**config.mk**
```make
export PLATFORM = sky130hd
export DESIGN_NAME = rx_nibble_chunker
export DESIGN_NICKNAME = d
export VERILOG_FILES = /design/src/rtl/rx_nibble_chunker.sv
export SDC_FILE = /design/constraint.sdc
export NUM_CORES = 1
export LEC_CHECK = 0
export ABC_AREA = 0
export ABC_CLOCK_PERIOD_IN_PS = 4500
export CELL_PAD_IN_SITES_DETAIL_PLACEMENT = 0
export CELL_PAD_IN_SITES_GLOBAL_PLACEMENT = 1
export CORE_ASPECT_RATIO = 0.8
export CORE_MARGIN = 2
export CORE_UTILIZATION = 46
export CTS_CLUSTER_DIAMETER = 50
export DETAILED_ROUTE_END_ITERATION = 7
export PLACE_DENSITY = 0.78
export SETUP_SLACK_MARGIN = 0.1
export SYNTH_ARGS = -nofsm -noshare
export SYNTH_HDL_FRONTEND = slang
export SYNTH_SLANG_ARGS = --single-unit
```
**constraint.sdc**
```tcl
create_clock -name clk -period 4.5 [get_ports clk]
set_input_delay 0.45 -clock clk [delete_from_list [all_inputs] [get_ports clk]]
set_output_delay 0.45 -clock clk [all_outputs]
set_load 0.01 [all_outputs]
```
**src/rtl/rx_nibble_chunker.sv**
```systemverilog
// rx_nibble_chunker: packs rx_mac nibbles into fixed-width chunks behind a FWFT queue; CHUNKER_STATS_EN adds pkt_cnt/drop_cnt.
module rx_nibble_chunker #(
  parameter int CHUNK_BYTES = 15,
  parameter int DEPTH = 4,
  localparam int SW = CHUNK_BYTES > 1 ? $clog2(CHUNK_BYTES) : 1
) (
  input  logic                     clk,
  input  logic                     rst,
  input  logic                     in_vld,
  input  logic [3:0]               in_dat,
  input  logic                     in_eof,
  output logic                     out_vld,
  output logic [8*CHUNK_BYTES-1:0] out_dat,
  output logic [SW-1:0]            out_size,
  output logic                     out_eof,
  output logic                     out_err,
`ifdef CHUNKER_STATS_EN
  output logic [31:0]              pkt_cnt,
  output logic [31:0]              drop_cnt,
`endif
  input  logic                     out_ack
);
  localparam int NB = 2 * CHUNK_BYTES;
  localparam int NW = NB > 1 ? $clog2(NB) : 1;
  localparam int AW = $clog2(DEPTH);
  localparam int DW = 8 * CHUNK_BYTES;
  typedef enum logic [1:0] {PACK, DROP, FLUSH_ERR, SKIP} state_t;
  state_t state, state_nx;
  logic [NW-1:0] n;
  logic [DW-1:0] hold, chunk, p_dat;
  logic [SW-1:0] p_size;
  logic p_eof, p_err, push, pop, space, done, last, flush, pack_ok;
  logic fresh, pend, pend_eof, pend_cur, eof_seen;
  logic [AW:0] count;
  logic [AW-1:0] wp, rp;
  logic [DW-1:0] q_dat [DEPTH];
  logic [SW-1:0] q_size [DEPTH];
  logic q_eof [DEPTH];
  logic q_err [DEPTH];
  assign last = n == NW'(NB - 1);
  assign done = in_vld && (in_eof || last);
  assign flush = state == FLUSH_ERR;
  // fresh marks the first edge after reset; a nibble seen there belongs to a packet already in flight
  assign pack_ok = state == PACK && !fresh;
  assign pop = out_vld && out_ack;
  assign space = !count[AW] || out_ack;
  assign pend_cur = in_vld ? !in_eof : pend;
  assign eof_seen = pend_eof || (in_vld && in_eof);
  assign chunk = hold | ({{(DW-4){1'b0}}, in_dat} << {n, 2'b00});
  always_ff @(posedge clk or posedge rst)
    if (rst) state <= PACK;
    else state <= state_nx;
  always_comb begin
    state_nx = state;
    case (state)
      PACK:
        if (fresh && in_vld) state_nx = in_eof ? PACK : SKIP;
        else if (done && !space) state_nx = in_eof ? FLUSH_ERR : DROP;
      DROP: if (in_vld && in_eof) state_nx = FLUSH_ERR;
      SKIP: if (in_vld && in_eof) state_nx = PACK;
      FLUSH_ERR: if (space) state_nx = eof_seen ? FLUSH_ERR : pend_cur ? DROP : PACK;
      default: state_nx = PACK;
    endcase
  end
  always_comb begin
    push = flush ? space : pack_ok && done && space;
    p_dat = flush ? '0 : chunk;
    p_size = flush ? '0 : SW'(n >> 1);
    p_eof = flush || in_eof;
    p_err = flush;
  end
  always_ff @(posedge clk or posedge rst)
    if (rst) begin
      n <= '0;
      hold <= '0;
      fresh <= 1'b1;
      pend <= 1'b0;
      pend_eof <= 1'b0;
    end else begin
      fresh <= 1'b0;
      n <= !pack_ok || done ? '0 : in_vld ? n + NW'(1) : n;
      hold <= !pack_ok || done ? '0 : in_vld ? chunk : hold;
      pend <= flush && (space ? eof_seen && pend_cur : pend_cur);
      pend_eof <= flush && !space && eof_seen;
    end
  always_ff @(posedge clk or posedge rst)
    if (rst) begin
      wp <= '0;
      rp <= '0;
      count <= '0;
    end else begin
      wp <= push ? wp + AW'(1) : wp;
      rp <= pop ? rp + AW'(1) : rp;
      count <= count + (AW+1)'(push) - (AW+1)'(pop);
    end
  always_ff @(posedge clk)
    if (push) begin
      q_dat[wp] <= p_dat;
      q_size[wp] <= p_size;
      q_eof[wp] <= p_eof;
      q_err[wp] <= p_err;
    end
  assign out_vld = count != '0;
  assign out_dat = out_vld ? q_dat[rp] : '0;
  assign out_size = out_vld ? q_size[rp] : '0;
  assign out_eof = out_vld && q_eof[rp];
  assign out_err = out_vld && q_err[rp];
`ifdef CHUNKER_STATS_EN
  always_ff @(posedge clk or posedge rst)
    if (rst) begin
      pkt_cnt <= '0;
      drop_cnt <= '0;
    end else begin
      pkt_cnt <= push && p_eof && !p_err ? pkt_cnt + 32'd1 : pkt_cnt;
      drop_cnt <= push && p_err ? drop_cnt + 32'd1 : drop_cnt;
    end
`endif
endmodule

```
==> results of run 1 <==
[cell usage in the layout, fill, tap and decap left out, drive strengths merged, types with 2 or more instances in the layout]
| master | netlist | final |
|---|---|---|
| edfxtp | 504 | 504 |
| nor2 | 250 | 250 |
| a21oi | 228 | 228 |
| and2 | 141 | 141 |
| dfrtp | 136 | 136 |
| clkdlybuf4s50 | 0 | 135 |
| mux4 | 126 | 126 |
| clkbuf | 74 | 82 |
| buf | 57 | 32 |
| nor2b | 21 | 21 |
| clkinv | 0 | 21 |
| a31oi | 15 | 15 |
| inv | 11 | 14 |
| nand2 | 11 | 11 |
| and3b | 10 | 10 |
| ha | 10 | 10 |
| nor3b | 10 | 10 |
| bufinv | 0 | 7 |
| xor2 | 4 | 4 |
| xnor2 | 4 | 4 |
| o21ai | 3 | 3 |
| clkinvlp | 0 | 3 |
| nor3 | 3 | 3 |
| and3 | 2 | 2 |
| nand3 | 2 | 2 |
| nand4 | 2 | 2 |
| mux2 | 2 | 2 |
[sequential cells by signal, summed over array words and instances (netlist names)]
signal,cells
count,3
q_dat,480
rp,2
q_eof,4
fresh,1
n,5
hold,120
wp,2
q_err,4
pend,1
state,2
q_size,16
pend_eof,1
[power by group]
group / internal, W / total, W / leakage [nW] / switching, W
logic: 0.00334 / 0.00648 / 2.89 / 0.00313
registers: 0.00736 / 0.00767 / 6.42 / 0.000312
clock network: 0.00304 / 0.00523 / 1.02 / 0.00219
total: 0.0137 / 0.0194 / 10.3 / 0.00563
[layer usage]
layer	global-route usage, %	part of all wire, %	vias to the layer above
met5	0	0.027	-
met4	5.35	2.1	2
met3	4.33	6.9	71
met2	32.0	48	423
met1	29.0	43	7328
li1	-	-	6296
[critical path, delay by kind of cell (launching register included)]
family / cells / cell delay, ns
flops: 1 / 0.84
buf+inv: 2 / 0.80
mux: 1 / 0.63
simple gates: 1 / 0.19
[kinds of logic after synthesis]
logic type      after synthesis
compound gates              253
xor+xnor                      8
fa+ha+maj                    11
buf+inv                     142
flops                       641
mux                         128
other cells                   1
simple gates                456
[path summary, 6_finish.rpt]
path                               start             to
worst max-delay path               rp[0]    out_dat[40]
worst min-delay path                 rst       hold[17]
worst max register to register      n[0]  q_dat[2][114]
worst min register to register  hold[60]       hold[60]
max in group asynchronous            rst       hold[38]
min in group clk                hold[60]       hold[60]
[stage by stage]
step | area [um^2] | worst slack, ns | utilization (%) | cells | total power (W)
2_1_floorplan | 25900 | 0.384 | - | 1640 | 0.0114
3_3_place_gp | 28100 | 1.32 | 50.6 | 2426 | 0.0144
3_5_place_dp | 28100 | 1.28 | 50.6 | 2426 | 0.0144
4_1_cts | 30100 | 0.820 | 54.3 | 2542 | 0.0197
5_1_grt | 30100 | 0.752 | 54.3 | 2542 | 0.0203
6_report | 30100 | 0.910 | 54.3 | 2542 | 0.0194
[synth_stat cells (11+ instances only)]
library cell	instances	area, um^2
nor2_1	249	935
a31oi_1	15	93.8
clkbuf_1	74	278
inv_1	11	41.3
a21oi_1	218	1090
and2_1	138	863
mux4_2	126	2840
dfrtp_1	136	3400
buf_2	45	225
nor2b_1	21	131
nand2_1	11	41.3
edfxtp_1	504	15100
[layout make-up]
type                       instances  area, um^2  share of cell area [%]
clock buffer                      82        1690                    5.59
sequential                       641       18600                    61.6
inverter                          11        43.8                   0.145
timing repair buffer             167        1780                    5.90
multi-input combinational        857        6740                    22.4
clock inverter                    34         387                    1.28
tap                              750         938                    3.11
==> impl_metrics.env, run 1 <==
export IMPL_synthFlopType="edfxtp_1"
export IMPL_grt_first_pass_wirelength_mm=89.9
export IMPL_cts_reportedPaths_clkPinSlew_ns=0.06
export IMPL_r2r_cells=6
export IMPL_worst_skew_pair_late_latency_ns=0.64
export IMPL_antenna_found_initial=1
export IMPL_tightestPinTransition_ns=1.33
export IMPL_cp_end_kind="output port"
export IMPL_die_area_um2=58200
export IMPL_p_leak_nw=10.3
export IMPL_setup_viol=0
export IMPL_ant_nets=0
export IMPL_path_cells="buf_12 > mux4_2 > and2_1 > clkdlybuf4s50_1"
export IMPL_die_h_um=216
export IMPL_cts_hold_buffers=0
export IMPL_finalHoldViolations=0
export IMPL_vias_per_cell=5.55
export IMPL_design_core_area_um2=55500
export IMPL_num_rows=77
export IMPL_outcome="complete, no violations"
export IMPL_vias=14120
export IMPL_period_share_pct=79.8
export IMPL_clkSinkCount=641
export IMPL_crit_path_start_kind="flop"
export IMPL_finClkSkew_ns=0.0282
export IMPL_yosysUniqueCellTypes=45
export IMPL_synth_xor_area_share_pct=0.271
export IMPL_cts_root_buf="clkbuf_16"
export IMPL_wl_mm=59.0
export IMPL_overflow=0
export IMPL_synth_top_family_by_area="multiplexers"
export IMPL_place_congestion=0.784
export IMPL_hpwl_mm=34.8
export IMPL_cp_data_arrival_time_ns=3.14
export IMPL_grt_max_degree=129
export IMPL_n_fill_cell=4450
export IMPL_crit_fanout=26
export IMPL_synth_edf_count=504
export IMPL_critPathKind="reg2out"
export IMPL_vdd_drop_max_mv=0.571
export IMPL_syn_area_per_cell_um2=15.8
export IMPL_drc=0
export IMPL_drtIter0Drc=1445
export IMPL_power_density_nw_per_um2=643
export IMPL_synthMuxAreaShare_pct=11.0
export IMPL_syn_nets=1660
export IMPL_io_buffers=135
export IMPL_htreeDepth=2
export IMPL_async_flop_share_pct=21.4
export IMPL_wl_per_cell_um=23.2
export IMPL_hold_path_class="in2async"
export IMPL_synth_compound_area_share_pct=5.21
export IMPL_synth_cells=1640
export IMPL_grt_pass1_vias=14363
export IMPL_cts_resized=0
export IMPL_syn_area_um2=25900
export IMPL_finalSetupTns_ns=0
export IMPL_numCtsBuffers=61
export IMPL_ys_ff_latch=641
export IMPL_clock_tree_buffer_depth=3
export IMPL_critical_path_max_stage_delay_ns=0.84
export IMPL_grt_util_all_layers_pct=20.3
export IMPL_post_cts_buffers=0
export IMPL_n_antenna_cell=0
export IMPL_drv_cap=0
export IMPL_final_nets=1759
export IMPL_drive_gt1_share_pct=16.3
export IMPL_die_w_um=269
export IMPL_synth_simple_area_share_pct=8.83
export IMPL_timing_hold_ws_ns=0.352
export IMPL_cts_tree="built"
export IMPL_initial_core_util_pct=46.7
export IMPL_area_delta_synth_final_pct=16.4
export IMPL_post_route_min_period_ns=3.59
export IMPL_slew_violations=0
export IMPL_crit_slowest_cell="dfrtp_4"
export IMPL_r2r_setup_slack_ns=1.45
export IMPL_fmax_ghz=0.279
export IMPL_ys_seq_area_share_pct=71.7
export IMPL_synthAdderAreaFrac_pct=0.560
export IMPL_slew_headroom_pct=11.0
export IMPL_io_pins=136
export IMPL_cp_required_ns=4.05
export IMPL_yosysWarningCount=0
export IMPL_drt_pass1_iterations=8
export IMPL_grt_setup_unrepaired="no"
No activity file was read; power rests on OpenSTA's default activity.
==> run 2, diff against run 1 <==
--- a/config.mk
+++ b/config.mk
@@ -6,7 +6,7 @@
 export NUM_CORES = 1
 export LEC_CHECK = 0
 export ABC_AREA = 0
-export ABC_CLOCK_PERIOD_IN_PS = 4500
+export ABC_CLOCK_PERIOD_IN_PS = 3400
 export CELL_PAD_IN_SITES_DETAIL_PLACEMENT = 0
 export CELL_PAD_IN_SITES_GLOBAL_PLACEMENT = 1
 export CORE_ASPECT_RATIO = 0.8
@@ -14,7 +14,7 @@
 export CORE_UTILIZATION = 46
 export CTS_CLUSTER_DIAMETER = 50
 export DETAILED_ROUTE_END_ITERATION = 7
-export PLACE_DENSITY = 0.78
+export PLACE_DENSITY = 0.75
 export SETUP_SLACK_MARGIN = 0.1
 export SYNTH_ARGS = -nofsm -noshare
 export SYNTH_HDL_FRONTEND = slang
==> constraint.sdc (replaced) <==
create_clock -name clk -period 3.4 [get_ports clk]
set_input_delay 0.34 -clock clk [delete_from_list [all_inputs] [get_ports clk]]
set_output_delay 0.34 -clock clk [all_outputs]
set_load 0.01 [all_outputs]
==> run 2 against run 1 <==
Effect of this change: utilization up 0.79 points; largest power group unchanged; count of clock-buffer cells in the layout down 3; register-to-register slack worse by 0.66 ns; largest cell class unchanged; critical endpoint is now out_dat[68]; worst hold slack worse by 0.21 ns.
==> impl_metrics.env, run 2 (synthesis gave the netlist of run 1 again) <==
export IMPL_hpwl_mm=37.0
export IMPL_critPathKind="reg2out"
export IMPL_cts_root_buf="clkbuf_16"
export IMPL_initial_core_util_pct=46.7
export IMPL_largest_reg_flops=480
export IMPL_p_switching_w=0.00742
export IMPL_grt_util_all_layers_pct=20.3
export IMPL_htreeDepth=2
export IMPL_io_pins=136
export IMPL_outcome="complete, no violations"
export IMPL_ant_nets=0
export IMPL_grt_max_degree=97
export IMPL_dp_slack_ns=0.587
export IMPL_final_cell_area_um2=30600
export IMPL_wl_met3_mm=3.29
export IMPL_vdd_drop_max_mv=0.584
export IMPL_vias_per_cell=5.51
export IMPL_clkSinkCount=641
export IMPL_cts_hold_buffers=0
export IMPL_n_fill_cell=4474
export IMPL_placed_cell_area_um2=28700
export IMPL_layout_common_cells="edfxtp_1, nor2_1, a21oi_1, clkdlybuf4s50_1"
export IMPL_place_congestion=0.781
export IMPL_fmax_ghz=0.317
export IMPL_overflow=0
export IMPL_critical_path_max_stage_delay_ns=0.59
export IMPL_path_cells="buf_12 > buf_4 > mux4_2 > and2_1 > clkdlybuf4s50_1"
export IMPL_total_power_w=0.0254
export IMPL_numCtsBuffers=61
export IMPL_grt_setup_unrepaired="no"
export IMPL_cp_end_kind="output port"
export IMPL_cp_required_ns=3.06
export IMPL_clock_tree_buffer_depth=3
export IMPL_period_share_pct=92.9
export IMPL_finalHoldViolations=0
export IMPL_crit_path_start_kind="flop"
export IMPL_p_int_w=0.0180
export IMPL_tightestPinTransition_ns=0.798
export IMPL_drv_cap=0
export IMPL_antenna_found_initial=4
export IMPL_grt_first_pass_wirelength_mm=89.9
export IMPL_cts_tree="built"
export IMPL_io_buffers=135
export IMPL_die_h_um=216
export IMPL_hold_path_class="in2async"
export IMPL_num_rows=77
export IMPL_design_core_area_um2=55500
export IMPL_wl_per_cell_um=22.6
export IMPL_cts_reportedPaths_clkPinSlew_ns=0.06
export IMPL_cp_data_arrival_time_ns=2.82
export IMPL_seqPwrFrac_pct=39.4
export IMPL_drtIter0Drc=1254
export IMPL_worst_skew_pair_late_latency_ns=0.64
export IMPL_largest_register="q_dat"
export IMPL_setup_slack_ns=0.242
export IMPL_final_common_cell="edfxtp_1"
export IMPL_routed_top_layer="met5"
export IMPL_drt_met1_wl_mm=26.6
export IMPL_grt_pass1_vias=14461
export IMPL_comb_power_share_pct=35.0
export IMPL_finClkSkew_ns=0.0291
export IMPL_wl_met2_mm=27.6
export IMPL_worst_path_buf_inv=3
export IMPL_drive_gt1_share_pct=18.5
export IMPL_p_clk_share_pct=25.6
export IMPL_power_density_nw_per_um2=832
export IMPL_vias=14322
export IMPL_switching_share_pct=29.1
export IMPL_reg_largest_list="q_dat x480, hold x120, q_size x16"
export IMPL_slew_violations=0
export IMPL_finalSetupTns_ns=0
export IMPL_crit_fanout=21
export IMPL_drt_pass1_iterations=5
export IMPL_die_w_um=269
export IMPL_die_area_um2=58200
export IMPL_p_leak_nw=10.6
export IMPL_wl_mm=58.7
export IMPL_area_delta_synth_final_pct=18.1
export IMPL_final_nets=1815
export IMPL_post_route_min_period_ns=3.16
export IMPL_crit_family="buffers and inverters"
export IMPL_slew_headroom_pct=46.7
export IMPL_crit_slowest_cell="mux4_2"
export IMPL_setup_viol=0
export IMPL_drc=0
==> run 2: worst paths after layout <==
check	startpoint	slack, ns	depth (start not counted)	to
max	rp[0]	0.24	5	out_dat[68]
min	rst	0.14	2	pend
max reg2reg	n[4]	0.79	5	q_dat[3][47]
min reg2reg	hold[46]	0.49	2	hold[46]
max in group asynchronous	rst	2.40	3	hold[11]
min in group clk	hold[46]	0.49	2	hold[46]
==> run 2: power groups by stage <==
stage / logic [W] / clock network [W] / registers, W
2_1_floorplan: 0.00490 / 0 / 0.0101
3_3_place_gp: 0.00907 / 0 / 0.0101
3_5_place_dp: 0.00908 / 0 / 0.0102
4_1_cts: 0.00913 / 0.00662 / 0.0100
5_1_grt: 0.00955 / 0.00694 / 0.0101
6_report: 0.00889 / 0.00652 / 0.0100
==> run 2: area by class of cell <==
| class | count | area, um^2 | area share (%) |
|---|---|---|---|
| Clock inverter | 34 | 262 | 0.855 |
| Sequential cell | 641 | 18600 | 60.7 |
| Antenna cell | 2 | 5.00 | 0.0164 |
| Multi-Input combinational cell | 857 | 6740 | 22.0 |
| Timing Repair Buffer | 223 | 2370 | 7.74 |
| Inverter | 11 | 45.0 | 0.147 |
| Tap cell | 750 | 938 | 3.07 |
| Clock buffer | 79 | 1660 | 5.41 |
==> run 2: stage by stage <==
step / utilization [%] / cells / hold WS, ns
after CTS: 55.1 / 2595 / 0.130
after floorplan: - / 1640 / 0.463
after global placement: 51.6 / 2482 / 0.476
after detailed placement: 51.6 / 2482 / 0.482
after global routing: 55.1 / 2595 / 0.168
final: 55.1 / 2597 / 0.138
==> run 2: routing by layer <==
layer | vias up | global-route usage (%)
li1 | 6428 | -
met1 | 7412 | 29.9
met2 | 399 | 31.5
met3 | 81 | 3.49
met4 | 2 | 5.52
met5 | - | 0
==> run 2: repair_timing <==
item,CTS,global route
buffers inserted,0,0
resized for setup,0,1
endpoints found under the setup margin,0,5
==> run 3, diff against run 2 <==
--- a/config.mk
+++ b/config.mk
@@ -10,11 +10,11 @@
 export CELL_PAD_IN_SITES_DETAIL_PLACEMENT = 0
 export CELL_PAD_IN_SITES_GLOBAL_PLACEMENT = 1
 export CORE_ASPECT_RATIO = 0.8
-export CORE_MARGIN = 2
 export CORE_UTILIZATION = 46
 export CTS_CLUSTER_DIAMETER = 50
 export DETAILED_ROUTE_END_ITERATION = 7
-export PLACE_DENSITY = 0.75
+export DONT_BUFFER_PORTS = 1
+export PLACE_DENSITY = 0.71
 export SETUP_SLACK_MARGIN = 0.1
 export SYNTH_ARGS = -nofsm -noshare
 export SYNTH_HDL_FRONTEND = slang
==> run 3 against run 2 <==
Effect of this change: die area down 1.7%; critical path depth up 2; power down 6.3%; clock power up 11%; sequential share of layout area up 2.9 points; utilization down 2.4 points; highest routed layer is now met4; sequential cell count unchanged; final cell count down 6.0%; design area down 4.6%; register-to-register slack worse by 0.25 ns.
==> impl_metrics.env, run 3 (synthesis gave the netlist of run 1 again) <==
export IMPL_outcome="complete, no violations"
export IMPL_n_antenna_cell=0
export IMPL_power_density_nw_per_um2=817
export IMPL_cts_tree="built"
export IMPL_grt_first_pass_wirelength_mm=88.7
export IMPL_min_to="state[1]"
export IMPL_drv_cap=0
export IMPL_clkSinkCount=641
export IMPL_grt_util_all_layers_pct=20.9
export IMPL_drive_gt1_share_pct=18.7
export IMPL_startpoint="n[1]"
export IMPL_cts_reportedPaths_clkPinSlew_ns=0.06
export IMPL_initial_core_util_pct=46.7
export IMPL_num_rows=77
export IMPL_drtIter0Drc=1253
export IMPL_cp_required_ns=3.67
export IMPL_min_from="in_eof"
export IMPL_r2r_start="n[1]"
export IMPL_post_cts_buffers=0
export IMPL_die_h_um=214
export IMPL_wl_mm=58.4
export IMPL_cts_root_buf="clkbuf_16"
export IMPL_die_area_um2=57300
export IMPL_multi_input_area_um2=6740
export IMPL_placed_cells=2313
export IMPL_wl_per_cell_um=23.9
export IMPL_p_switching_w=0.00722
export IMPL_numCtsBuffers=66
export IMPL_hpwl_mm=34.1
export IMPL_cp_data_arrival_time_ns=3.13
export IMPL_rr_endpoint="q_dat[1][42]"
export IMPL_p_int_w=0.0166
export IMPL_tightestPinTransition_ns=1.02
export IMPL_reg_largest_list="q_dat x480, hold x120, q_size x16"
export IMPL_worst_skew_pair_late_latency_ns=0.60
export IMPL_finalHoldViolations=0
export IMPL_cp_end_kind="flop"
export IMPL_drc=0
export IMPL_placed_cell_area_um2=26900
export IMPL_clock_tree_buffer_depth=3
export IMPL_overflow=0
export IMPL_crit_path_start_kind="flop"
export IMPL_switching_share_pct=30.3
export IMPL_ant_nets=0
export IMPL_post_route_min_period_ns=2.86
export IMPL_instances_no_fill=2442
export IMPL_timing_hold_ws_ns=0.0420
export IMPL_fmax_ghz=0.350
export IMPL_io_pins=136
export IMPL_area_delta_synth_final_pct=12.7
export IMPL_largest_register="q_dat"
export IMPL_critical_path_max_stage_delay_ns=0.56
export IMPL_setup_viol=0
export IMPL_vias=13767
export IMPL_final_common_cell="edfxtp_1"
export IMPL_p_clk_share_pct=30.3
export IMPL_r2r_cells=7
export IMPL_slew_headroom_pct=32.2
export IMPL_seqPwrFrac_pct=42.2
export IMPL_final_cell_area_um2=29200
export IMPL_final_nets=1660
export IMPL_antenna_found_initial=1
export IMPL_drt_pass1_iterations=5
export IMPL_layout_common_cells="edfxtp_1, nor2_1, a21oi_1, and2_1, dfrtp_1"
export IMPL_crit_fanout=20
export IMPL_crit_slowest_cell="dfrtp_1"
export IMPL_vias_per_cell=5.64
export IMPL_critPathKind="reg2reg"
export IMPL_comb_power_share_pct=27.4
export IMPL_regArea_um2=18600
export IMPL_htreeDepth=3
export IMPL_finClkSkew_ns=0.0200
export IMPL_slew_violations=0
export IMPL_io_buffers=0
export IMPL_period_share_pct=84.1
export IMPL_vdd_drop_max_mv=0.779
export IMPL_total_power_w=0.0238
export IMPL_cts_resized=0
export IMPL_r2r_setup_slack_ns=0.54
export IMPL_largest_reg_flops=480
export IMPL_n_fill_cell=4494
export IMPL_path_cells="inv_1 > ha_1 > a41o_1 > a31oi_1 > nor3_2 > and2_4 > buf_4"
export IMPL_place_congestion=0.773
export IMPL_grt_pass1_vias=13890
export IMPL_p_leak_nw=10.1
export IMPL_design_core_area_um2=55400
export IMPL_hold_path_class="in2reg"
export IMPL_grt_setup_unrepaired="no"
export IMPL_die_w_um=267
export IMPL_hold_depth=3
export IMPL_grt_max_degree=138
## run 3: cell count changes in the layout (fill, tap and decap cells not counted), sizes merged, moves of 3 or more
cell,previous run,this run
clkdlybuf4s50,135,0
buf,88,54
clkbuf,79,90
dlygate4sd3,0,9
clkinvlp,4,1
## run 3: through the flow
step / setup TNS [ns] / utilization [%] / setup slack (ns)
after detailed placement: 0 / 48.6 / 0.597
after floorplan: -32.55 / - / -0.0646
final: 0 / 52.7 / 0.540
after CTS: 0 / 52.7 / 0.490
after global routing: 0 / 52.7 / 0.323
after global placement: 0 / 48.6 / 0.589
## run 3: worst max-delay path by stage
stage | to | slack, ns | cells past startpoint
floorplan | q_dat[0][0] | -0.06 | 7
global placement | q_dat[1][41] | 0.59 | 7
detailed placement | q_dat[1][34] | 0.60 | 7
CTS | out_dat[26] | 0.49 | 3
global route | count[2] | 0.32 | 10
finish | q_dat[1][42] | 0.54 | 7
## run 3: layout make-up
cell class | instances | share of cell area [%]
flip-flops and latches | 641 | 63.6
multi-input cells | 857 | 23.1
clock buffers | 90 | 6.46
well taps | 750 | 3.22
repair buffers | 63 | 2.43
clock inverters | 30 | 1.00
inverters | 11 | 0.154
## run 3: routing by layer
layer,global-route usage [%],part of all wire [%]
met5,0,0
met3,4.18,5.5
met1,30.9,46
met4,5.79,2.1
met2,31.7,47
## run 3: critical path, delay by kind of cell, from the launching register on
family,cells,cell delay [ns]
adders and majority gates,1,0.17
and+or+nand+nor,2,0.87
AOI/OAI and AO/OA,2,0.35
buffers and inverters,2,0.56
DFF,1,0.56
## run 3: power groups by stage
stage	Clock [W]	Sequential [W]	Combinational (W)
after floorplan	0	0.0101	0.00490
after global placement	0	0.0102	0.00669
after detailed placement	0	0.0102	0.00670
after CTS	0.00738	0.0101	0.00675
after global routing	0.00767	0.0102	0.00704
final	0.00723	0.0101	0.00654
## run 3: repair_timing
item                       CTS  global route
hold buffers                 9             0
hold endpoints to repair   160             0
setup endpoints to repair    0             0
